--- config.mk ---
export PLATFORM = sky130hd
export DESIGN_NAME = macro_io_ctrl
export DESIGN_NICKNAME = d
export VERILOG_FILES = /design/src/rtl/macro_io_ctrl.sv
export SDC_FILE = /design/constraint.sdc
export NUM_CORES = 1
export LEC_CHECK = 0
export CAP_MARGIN = 20
export CORE_ASPECT_RATIO = 1.25
export CORE_MARGIN = 4
export CORE_UTILIZATION = 54
export DETAILED_ROUTE_END_ITERATION = 8
export PLACE_DENSITY = 0.94
export RECOVER_POWER = 25
export SYNTH_ARGS = -nofsm -noshare
export SYNTH_HDL_FRONTEND = slang
export SYNTH_SLANG_ARGS = --single-unit
export TNS_END_PERCENT = 10
--- constraint.sdc ---
create_clock -name wb_clk_i -period 16.6 [get_ports wb_clk_i]
set_clock_uncertainty 0.05 [all_clocks]
set_input_delay 4.15 -clock wb_clk_i [delete_from_list [all_inputs] [get_ports wb_clk_i]]
set_output_delay 4.15 -clock wb_clk_i [all_outputs]
set_load 0.01 [all_outputs]
--- src/rtl/macro_io_ctrl.sv ---
// -----------------------------------------------------------------------------
// macro_io_ctrl
//
// Wishbone-programmable pad-ring macro. Three IO banks (north/east/west) are
// driven from software-written OUT/OE registers. Optionally, a walking-one
// generator rotates every OUT register left by one bit each DIV+1 cycles.
// Bank inputs pass through 2-flop synchronisers into read-only IN registers.
// A read-only ID register returns the instance NUMBER.
//
// Ports
//   wb_clk_i            single rising-edge clock
//   wb_rst_i            asynchronous active-high reset (release is synchronised)
//   wbs_stb_i/cyc_i     Wishbone strobe / cycle
//   wbs_we_i            write enable
//   wbs_sel_i[3:0]      byte lane selects
//   wbs_adr_i[31:0]     byte address; window = BASE_ADR[31:8], 256 B
//   wbs_dat_i[31:0]     write data
//   wbs_ack_o           registered one-cycle acknowledge
//   wbs_dat_o[31:0]     registered read data, 0 whenever ack is low
//   IO_<bank>_i         pad inputs
//   IO_<bank>_o         pad outputs  (= <bank>_OUT register)
//   IO_<bank>_oe        pad output enables, 1 = drive (= <bank>_OE register)
//
// Handshake: an access is accepted in the cycle where stb & cyc & address hit
// and ack is currently low; ack rises on that edge for exactly one cycle and
// the write (if any) lands on that same edge. A held strobe therefore gets
// an ack every other cycle.
//
// Register map (offset = adr[7:2] word index)
//   0x00 ID  RO | 0x04 CTRL [0]RUN [1]MODE | 0x08/0C/10 N/E/W_OUT
//   0x14/18/1C N/E/W_OE | 0x20/24/28 N/E/W_IN RO | 0x2C DIV[15:0]
//   Other offsets inside the window ack, read 0, ignore writes.
// -----------------------------------------------------------------------------
module macro_io_ctrl #(
  parameter int          NUMBER   = 0,
  parameter int          N_NORTH  = 10,
  parameter int          N_EAST   = 14,
  parameter int          N_WEST   = 14,
  parameter logic [31:0] BASE_ADR = 32'h3000_0000
) (
  input  logic               wb_clk_i,
  input  logic               wb_rst_i,
  input  logic               wbs_stb_i,
  input  logic               wbs_cyc_i,
  input  logic               wbs_we_i,
  input  logic [3:0]         wbs_sel_i,
  input  logic [31:0]        wbs_adr_i,
  input  logic [31:0]        wbs_dat_i,
  output logic               wbs_ack_o,
  output logic [31:0]        wbs_dat_o,
  input  logic [N_NORTH-1:0] IO_north_i,
  input  logic [N_EAST-1:0]  IO_east_i,
  input  logic [N_WEST-1:0]  IO_west_i,
  output logic [N_NORTH-1:0] IO_north_o,
  output logic [N_EAST-1:0]  IO_east_o,
  output logic [N_WEST-1:0]  IO_west_o,
  output logic [N_NORTH-1:0] IO_north_oe,
  output logic [N_EAST-1:0]  IO_east_oe,
  output logic [N_WEST-1:0]  IO_west_oe
);

  // ---------------------------------------------------------------------------
  // Constants
  // ---------------------------------------------------------------------------
  localparam int NORTH_SH = NUMBER % N_NORTH;
  localparam int EAST_SH  = NUMBER % N_EAST;
  localparam int WEST_SH  = NUMBER % N_WEST;

  localparam logic [N_NORTH-1:0] NORTH_RST = N_NORTH'(1) << NORTH_SH;
  localparam logic [N_EAST-1:0]  EAST_RST  = N_EAST'(1)  << EAST_SH;
  localparam logic [N_WEST-1:0]  WEST_RST  = N_WEST'(1)  << WEST_SH;

  localparam logic [7:0] ID8 = 8'(NUMBER);

  // Word indices (adr[7:2])
  localparam logic [5:0] IDX_ID    = 6'd0;
  localparam logic [5:0] IDX_CTRL  = 6'd1;
  localparam logic [5:0] IDX_N_OUT = 6'd2;
  localparam logic [5:0] IDX_E_OUT = 6'd3;
  localparam logic [5:0] IDX_W_OUT = 6'd4;
  localparam logic [5:0] IDX_N_OE  = 6'd5;
  localparam logic [5:0] IDX_E_OE  = 6'd6;
  localparam logic [5:0] IDX_W_OE  = 6'd7;
  localparam logic [5:0] IDX_N_IN  = 6'd8;
  localparam logic [5:0] IDX_E_IN  = 6'd9;
  localparam logic [5:0] IDX_W_IN  = 6'd10;
  localparam logic [5:0] IDX_DIV   = 6'd11;

  // ---------------------------------------------------------------------------
  // Reset: asserts immediately, releases two clocks after wb_rst_i falls so
  // that every register leaves reset on the same clean edge.
  // ---------------------------------------------------------------------------
  logic [1:0] r_rst_sync;
  logic       w_rst;

  always_ff @(posedge wb_clk_i or posedge wb_rst_i) begin
    if (wb_rst_i) r_rst_sync <= 2'b11;
    else          r_rst_sync <= {r_rst_sync[0], 1'b0};
  end

  assign w_rst = r_rst_sync[1];

  // ---------------------------------------------------------------------------
  // Registers
  // ---------------------------------------------------------------------------
  logic               r_ack;
  logic [31:0]        r_dat;
  logic               r_run;
  logic               r_mode;
  logic [15:0]        r_div;
  logic [15:0]        r_cnt;
  logic [N_NORTH-1:0] r_north_out, r_north_oe, r_north_s1, r_north_s2, r_north_in;
  logic [N_EAST-1:0]  r_east_out,  r_east_oe,  r_east_s1,  r_east_s2,  r_east_in;
  logic [N_WEST-1:0]  r_west_out,  r_west_oe,  r_west_s1,  r_west_s2,  r_west_in;

  // ---------------------------------------------------------------------------
  // Bus decode
  // ---------------------------------------------------------------------------
  logic        w_hit;
  logic        w_acc;
  logic        w_wr;
  logic [5:0]  w_idx;
  logic [31:0] w_rdata;
  logic [31:0] w_wval;
  logic        w_unused_adr;

  assign w_hit = wbs_stb_i & wbs_cyc_i & (wbs_adr_i[31:8] == BASE_ADR[31:8]);
  assign w_acc = w_hit & ~r_ack;
  assign w_wr  = w_acc & wbs_we_i;
  assign w_idx = wbs_adr_i[7:2];

  // Byte address bits carry no information for word-aligned registers.
  assign w_unused_adr = ^wbs_adr_i[1:0];

  // Read mux: the current value of the addressed register, zero-extended.
  // It doubles as the "old value" for byte-lane write merging.
  always_comb begin
    w_rdata = 32'h0;
    case (w_idx)
      IDX_ID:    w_rdata = {24'h0, ID8};
      IDX_CTRL:  w_rdata = {30'h0, r_mode, r_run};
      IDX_N_OUT: w_rdata = 32'(r_north_out);
      IDX_E_OUT: w_rdata = 32'(r_east_out);
      IDX_W_OUT: w_rdata = 32'(r_west_out);
      IDX_N_OE:  w_rdata = 32'(r_north_oe);
      IDX_E_OE:  w_rdata = 32'(r_east_oe);
      IDX_W_OE:  w_rdata = 32'(r_west_oe);
      IDX_N_IN:  w_rdata = 32'(r_north_in);
      IDX_E_IN:  w_rdata = 32'(r_east_in);
      IDX_W_IN:  w_rdata = 32'(r_west_in);
      IDX_DIV:   w_rdata = {16'h0, r_div};
      default:   w_rdata = 32'h0;
    endcase
  end

  function automatic logic [31:0] f_merge(input logic [31:0] old_v,
                                          input logic [31:0] new_v,
                                          input logic [3:0]  sel);
    logic [31:0] res;
    res = old_v;
    for (int b = 0; b < 4; b++) begin
      if (sel[b]) res[8*b +: 8] = new_v[8*b +: 8];
    end
    return res;
  endfunction

  assign w_wval = f_merge(w_rdata, wbs_dat_i, wbs_sel_i);

  logic w_wr_ctrl, w_wr_div;
  logic w_wr_n_out, w_wr_e_out, w_wr_w_out;
  logic w_wr_n_oe,  w_wr_e_oe,  w_wr_w_oe;

  assign w_wr_ctrl  = w_wr & (w_idx == IDX_CTRL);
  assign w_wr_div   = w_wr & (w_idx == IDX_DIV);
  assign w_wr_n_out = w_wr & (w_idx == IDX_N_OUT);
  assign w_wr_e_out = w_wr & (w_idx == IDX_E_OUT);
  assign w_wr_w_out = w_wr & (w_idx == IDX_W_OUT);
  assign w_wr_n_oe  = w_wr & (w_idx == IDX_N_OE);
  assign w_wr_e_oe  = w_wr & (w_idx == IDX_E_OE);
  assign w_wr_w_oe  = w_wr & (w_idx == IDX_W_OE);

  // ---------------------------------------------------------------------------
  // Wishbone ack / read data
  // ---------------------------------------------------------------------------
  always_ff @(posedge wb_clk_i or posedge w_rst) begin
    if (w_rst) begin
      r_ack <= 1'b0;
      r_dat <= 32'h0;
    end else begin
      r_ack <= w_acc;
      r_dat <= w_acc ? w_rdata : 32'h0;
    end
  end

  assign wbs_ack_o = r_ack;
  assign wbs_dat_o = r_dat;

  // ---------------------------------------------------------------------------
  // Walk generator
  // ---------------------------------------------------------------------------
  logic               w_walk;
  logic               w_tick;
  logic [N_NORTH-1:0] w_north_rot;
  logic [N_EAST-1:0]  w_east_rot;
  logic [N_WEST-1:0]  w_west_rot;

  assign w_walk = r_run & r_mode;
  assign w_tick = w_walk & (r_cnt == r_div);

  // Rotate-left written as a shift pair so a width-1 bank degenerates to a
  // no-op: (x << 1) truncates to 0 and (x >> 0) is x itself.
  assign w_north_rot = (r_north_out << 1) | (r_north_out >> (N_NORTH - 1));
  assign w_east_rot  = (r_east_out  << 1) | (r_east_out  >> (N_EAST  - 1));
  assign w_west_rot  = (r_west_out  << 1) | (r_west_out  >> (N_WEST  - 1));

  always_ff @(posedge wb_clk_i or posedge w_rst) begin
    if (w_rst) begin
      r_cnt <= 16'h0;
    end else if (!w_walk || w_wr_ctrl || w_wr_div) begin
      r_cnt <= 16'h0;
    end else if (r_cnt == r_div) begin
      r_cnt <= 16'h0;
    end else begin
      r_cnt <= r_cnt + 16'h1;
    end
  end

  // ---------------------------------------------------------------------------
  // Control and OE registers
  // ---------------------------------------------------------------------------
  always_ff @(posedge wb_clk_i or posedge w_rst) begin
    if (w_rst) begin
      r_run      <= 1'b0;
      r_mode     <= 1'b0;
      r_div      <= 16'h0;
      r_north_oe <= '1;
      r_east_oe  <= '1;
      r_west_oe  <= '1;
    end else begin
      if (w_wr_ctrl) begin
        r_run  <= w_wval[0];
        r_mode <= w_wval[1];
      end
      if (w_wr_div)  r_div      <= w_wval[15:0];
      if (w_wr_n_oe) r_north_oe <= w_wval[N_NORTH-1:0];
      if (w_wr_e_oe) r_east_oe  <= w_wval[N_EAST-1:0];
      if (w_wr_w_oe) r_west_oe  <= w_wval[N_WEST-1:0];
    end
  end

  // ---------------------------------------------------------------------------
  // OUT registers: a bus write takes priority over a walk step on the same edge.
  // ---------------------------------------------------------------------------
  always_ff @(posedge wb_clk_i or posedge w_rst) begin
    if (w_rst) begin
      r_north_out <= NORTH_RST;
      r_east_out  <= EAST_RST;
      r_west_out  <= WEST_RST;
    end else begin
      if (w_wr_n_out)  r_north_out <= w_wval[N_NORTH-1:0];
      else if (w_tick) r_north_out <= w_north_rot;

      if (w_wr_e_out)  r_east_out  <= w_wval[N_EAST-1:0];
      else if (w_tick) r_east_out  <= w_east_rot;

      if (w_wr_w_out)  r_west_out  <= w_wval[N_WEST-1:0];
      else if (w_tick) r_west_out  <= w_west_rot;
    end
  end

  // ---------------------------------------------------------------------------
  // Input synchronisers: two metastability flops, then the readable IN stage.
  // ---------------------------------------------------------------------------
  always_ff @(posedge wb_clk_i or posedge w_rst) begin
    if (w_rst) begin
      r_north_s1 <= '0;
      r_north_s2 <= '0;
      r_north_in <= '0;
      r_east_s1  <= '0;
      r_east_s2  <= '0;
      r_east_in  <= '0;
      r_west_s1  <= '0;
      r_west_s2  <= '0;
      r_west_in  <= '0;
    end else begin
      r_north_s1 <= IO_north_i;
      r_north_s2 <= r_north_s1;
      r_north_in <= r_north_s2;
      r_east_s1  <= IO_east_i;
      r_east_s2  <= r_east_s1;
      r_east_in  <= r_east_s2;
      r_west_s1  <= IO_west_i;
      r_west_s2  <= r_west_s1;
      r_west_in  <= r_west_s2;
    end
  end

  // ---------------------------------------------------------------------------
  // Pads come straight from registers only.
  // ---------------------------------------------------------------------------
  assign IO_north_o  = r_north_out;
  assign IO_east_o   = r_east_out;
  assign IO_west_o   = r_west_out;
  assign IO_north_oe = r_north_oe;
  assign IO_east_oe  = r_east_oe;
  assign IO_west_oe  = r_west_oe;

endmodule
# Word-level counts from Yosys, hierarchy flattened
# Index checks and enable logic that the tools add are counted.
# word_totals
register_bits	259
inputBits	111
output_inout_bits	109
elab_cells	72
# op_classes
addsub	1
eq_ne	13
mux	12
n_bitwise	18
reduce_logical	6
# ops
operator	count
case mux 16 bit (11 select lines)	1
2-to-1 mux 14 bit	4
2-to-1 mux 16 bit	2
2-to-1 mux 32 bit	1
bitwise OR 14 x 1 -> 14 bit	2
equality test 24 x 22 -> 1 bit, second input constant	1
equality test 6 x 3 -> 1 bit, second input constant	4
equality test 6 x 4 -> 1 bit, second input constant	4
2-to-1 mux 10 bit	2
adder 16 x 1 -> 16 bit, second input constant	1
equality test 16 bit	1
2-to-1 mux 8 bit	2
AND 1 bit	14
equality test 6 x 2 -> 1 bit, second input constant	2
bitwise OR 10 x 1 -> 10 bit	1
equality test 6 x 1 -> 1 bit, second input constant	1
nonzero test 2 bit	3
logical OR 1 bit	2
logical NOT 1 bit	1
inverter 1 bit	1

# Depth between registers and ports, before layout
# depth
depth_word	8
depth_mapped	9
depth_no_buf	7

# Worst setup path before layout
# OpenSTA, ideal clock, no wires.
# synth_path
path_kind	input-to-reg
start	input port wbs_adr_i[8]
end	register r_east_out[13] (netlist: IO_east_o[13])
setup_ns	0.125
arrival_time_ns	6.060
required_ns	16.425
setup_slack_ns	10.365
cell_stages	9
n_path_buf	2
cell_sequence	nor4_1 -> nand4_1 -> or4_1 -> buf_6 -> clkinv_4 -> nand2_8 -> nor3_4 -> buf_8 -> mux2_4
# synth_via
elab_chain_cells	6
elab_cells_between_ends	7
cone_classes	eq/ne: 1; mux: 1; bitwise: 4; reduce/logical: 1
# synth_lines
item	line_no	source
from (decl)	47	input logic [31:0] wbs_adr_i,
equality test 24 x 22 -> 1 bit (*)	127	assign w_hit = wbs_stb_i & wbs_cyc_i & (wbs_adr_i[31:8] == BASE_ADR[31:8]);
AND 1 bit (*)	127	
AND 1 bit (*)	128	assign w_acc = w_hit & ~r_ack;
net w_acc	120	logic w_acc;
AND 1 bit (*)	129	assign w_wr = w_acc & wbs_we_i;
AND 1 bit (*)	176	assign w_wr_e_out = w_wr & (w_idx == IDX_E_OUT);
2-to-1 mux 14 bit / nonzero test 2 bit (equally long branches)	n/a	
to (signal assigned)	263	if (w_wr_e_out) r_east_out <= w_wval[N_EAST-1:0];
to (signal assigned)	264	else if (w_tick) r_east_out <= w_east_rot;
to (decl)	113	logic [N_EAST-1:0] r_east_out, r_east_oe, r_east_s1, r_east_s2, r_east_in;
# The timed path passes the listed nets; every way through them passes the cells marked *.
# A chain may end at the register's enable or synchronous reset.

==> Flow_metrics.wiki <==
{| class="wikitable"
! Metric !! Value
|-
| Result of the run || finished with violations
|-
| Violated checks || max-capacitance violations, max-slew violations
|-
| Final weighted congestion in routability-driven placement || roughly 0.9
|-
| Max capacitance violation total || 1
|-
| Starting density of the core || 0.548
|-
| Via/cell ratio || 5.79
|-
| Root buffer selected by CTS || clkbuf_16
|-
| Achievable frequency || 0.134 GHz
|-
| Class of the most critical hold timing path || register to async pin
|-
| Register bit count reported by yosys || about 240
|-
| Leak || 5.44 nW
|-
| Startpoint class of the critical path || register
|-
| GR Util All Layers || 0.233
|-
| Antenna violations before repair || 1
|-
| CP Max Fanout || 137
|-
| Top cells by instance count after synthesis || dfrtp_1 (200), mux2_2 (90), mux2i_1 (64)
|-
| Adder-Cell Fraction of Synth Area || 0.00126
|-
| Synthesized-area fraction occupied by xor and xnor cells || 0.0274
|-
| Clock buffer depth || 3
|-
| Critical path capture point type || async pin
|-
| Most area-hungry cell type in the Yosys netlist || dfrtp_1
|-
| Overall overflow remaining after global route || 0
|-
| Final net count || 963
|-
| Post-synthesis sequential area ratio || 0.618
|-
| Post-cts repair resize count || 0
|-
| Tmin final || around 7.4 ns
|-
| Final Routed Wirelength || roughly 24000 um
|-
| Fraction of synthesis flops using an asynchronous set or reset pin || 1.00
|-
| Largest family of logic cells by synthesized area || multiplexers
|-
| Final Max Tran Viols || roughly 140
|-
| Ratio of cells with drive above 1 in the final layout || 0.253
|-
| Slowest cell on the critical path || clkbuf_1
|-
| Gate Count Post-Synth || 667
|-
| Classification of the worst setup path || register to async pin
|-
| Final period utilization || 0.448
|-
| Wire length of the first global-routing pass || roughly 37000 um
|-
| Portion of netlist area occupied by mux cells || 0.228
|-
| YS warnings || 0
|-
| Worst path bufs/invs || 2
|-
| Depth of the CTS H-tree || 1
|-
| Die ar. || between 20000 and 25000 um2
|-
| Number of global-route vias before repair || about 6.8k
|-
| Antenna viol nets, final || 0
|-
| Cell class contributing the biggest share of worst-path delay || buffers and inverters
|-
| Clk_lat worst skew || ~0.52 ns
|-
| TNS Setup || 0 ns
|-
| Summed instance area of the synthesized netlist || ~10000 um2
|-
| Core Box Area || approximately 18000 um2
|-
| Number of iterations in the first detailed-routing pass || 5
|-
| Number of instances in the placed design || 1052
|-
| Post-synthesis simple-gate area fraction || 0.0565
|-
| Final hold vios || 0
|-
| Largest net degree at the start of global routing || about 160
|-
| Post-synth top flop || dfrtp_1
|-
| Buffers added on ports || ~180
|-
| Most instantiated library cell after synthesis || dfrtp_1
|-
| Worst-case headroom to the max-slew limit || -3.65
|-
| Post-CTS Setup Bufs || 0
|-
| CTS tree || done
|-
| Cell variety after synth || 46
|-
| Worst EP arrival || about 6.3 ns
|-
| Number of design-rule violations left by the first detailed-router iteration || 547
|-
| DRC || 0
|-
| Number of cell rows || 55
|-
| Number of flops mapped to enable cells by yosys || 0
|-
| Unrepaired setup endpoints after global routing || no
|-
| Finished Layout Cells || 1097
|-
| Core utilization of the finished layout || 0.699
|-
| CTS hold repair buffers || 0
|-
| Ranking of synthesized cells by area || dfrtp_1 (50%), dfstp_2 (11%), mux2_2 (10%)
|-
| Synthesized-area fraction occupied by ao, oa, aoi and oai cells || 0.0329
|-
| Worst slew pin tran || roughly 7 ns
|-
| Share of Yosys cell area claimed by the top area cell type || 0.504
|-
| Required time at the endpoint of the critical path || ~15 ns
|-
| VDD IR max || approximately 90 uV
|-
| Vias after detailed routing || approximately 6.3k
|-
| Area grow syn2layout || 27.6%
|-
| Final HPWL from detailed placement || approximately 17000 um
|-
| Number of buffers created by CTS || 23
|-
| Number of sinks on the clock net || roughly 240
|-
| Wirelength per Cell || about 22 um
|-
| Power density relative to cell area || 96.1 nW/um2
|-
| Die Span Y || 160 um
|-
| Width of the chip || ~130 um
|-
| Register clock-pin slew on the reported worst setup and hold paths || 0.07 ns
|-
| Number of I/O pins || 220
|-
| Setup violation total in the final timing report || 0
|-
| Critical path, cell by cell || clkinvlp_2, clkbuf_1
|-
| Post-synthesis area per instance || 14.9 um2
|-
| Slowest cell delay on critical path || 4.89 ns
|}
[worst register-to-register path: stages (launching register included)]
cell	delay, ns
dfstp_2	0.36
clkinvlp_2	0.44
clkbuf_1	4.90
[stage by stage]
stage,hold slack (ns),total power [mW],area (um2),setup slack [ns]
2_1_floorplan,0.281,0.655,9980,9.68
3_3_place_gp,0.282,0.684,11900,8.88
3_5_place_dp,0.285,0.687,11900,8.80
4_1_cts,0.291,1.22,12600,9.30
5_1_grt,0.291,1.25,12700,7.55
6_report,0.278,1.22,12700,9.16
[placed cells by master (no fill, tap or decap), drive strengths merged, types with 2 or more instances in the layout]
cell,count
a21oi,12
a22oi,25
and2,4
and3,4
buf,7
bufinv,3
clkbuf,32
clkdlybuf4s50,182
clkinv,7
conb,17
dfrtp,200
dfstp,43
inv,11
mux2,102
mux2i,64
mux4,19
nand2,22
nand3,8
nand3b,2
nand4,7
nor2,31
nor3,8
nor4,9
o22ai,4
or4,2
xnor2,6
xor2,25
[layout make-up]
class / count / area (um2)
timing repair buffer: 190 / 1900
sequential: 243 / 6130
antenna: 1 / 2.50
fill: 1127 / 5440
multi-input combinational: 382 / 3520
tap: 228 / 285
clock buffer: 31 / 626
clock inverter: 11 / 153
inverter: 11 / 47.5
[kinds of logic after synthesis]
logic type	count (synthesis)
xor+xnor	31
mux	185
simple gates	101
other cells	1
buf+inv	58
flops	243
compound gates	47
fa+ha+maj	1
[flip-flops by register name (all words and copies together), names as in the netlist, 14 cells and up]
signal and count:
r_east_in 14, r_west_in 14, r_cnt 16, r_east_s1 14, r_east_s2 14, r_west_s2 14, r_west_s1 14, IO_west_oe 14
IO_east_o 14, wbs_dat_o 16, IO_west_o 14, r_div 16, IO_east_oe 14
[path summary, 6_finish.rpt]
check                               startpoint                        end  slack, ns  cells past startpoint
max in group wb_clk_i                wbs_cyc_i  IO_north_o[1]$_DFFE_PP0P_       9.23                      8
hold / removal         r_rst_sync[1]$_DFF_PP1_     r_west_s2[5]$_DFF_PP0_       0.28                      1
setup / recovery       r_rst_sync[1]$_DFF_PP1_     wbs_dat_o[0]$_DFF_PP0_       9.16                      2
hold reg to reg        r_rst_sync[1]$_DFF_PP1_     r_west_s2[5]$_DFF_PP0_       0.28                      1
min in group wb_clk_i   r_east_s2[9]$_DFF_PP0_     r_east_in[9]$_DFF_PP0_       0.29                      0
setup reg to reg       r_rst_sync[1]$_DFF_PP1_     wbs_dat_o[0]$_DFF_PP0_       9.16                      2
[metal layers]
metal	global-route usage	vias to the layer above	routed length, um
met5	0	-	0
met3	0.0409	73	1950
met4	0.109	0	1090
met1	0.279	3199	8680
li1	-	2718	-
met2	0.406	357	12600
[power breakdown]
part	switching [mW]	internal (mW)	total [mW]
clock	0.224	0.315	0.539
sequential	0.00414	0.607	0.611
combinational	0.0348	0.0313	0.0662
total	0.263	0.954	1.22
(Power assumes the default switching activity.)
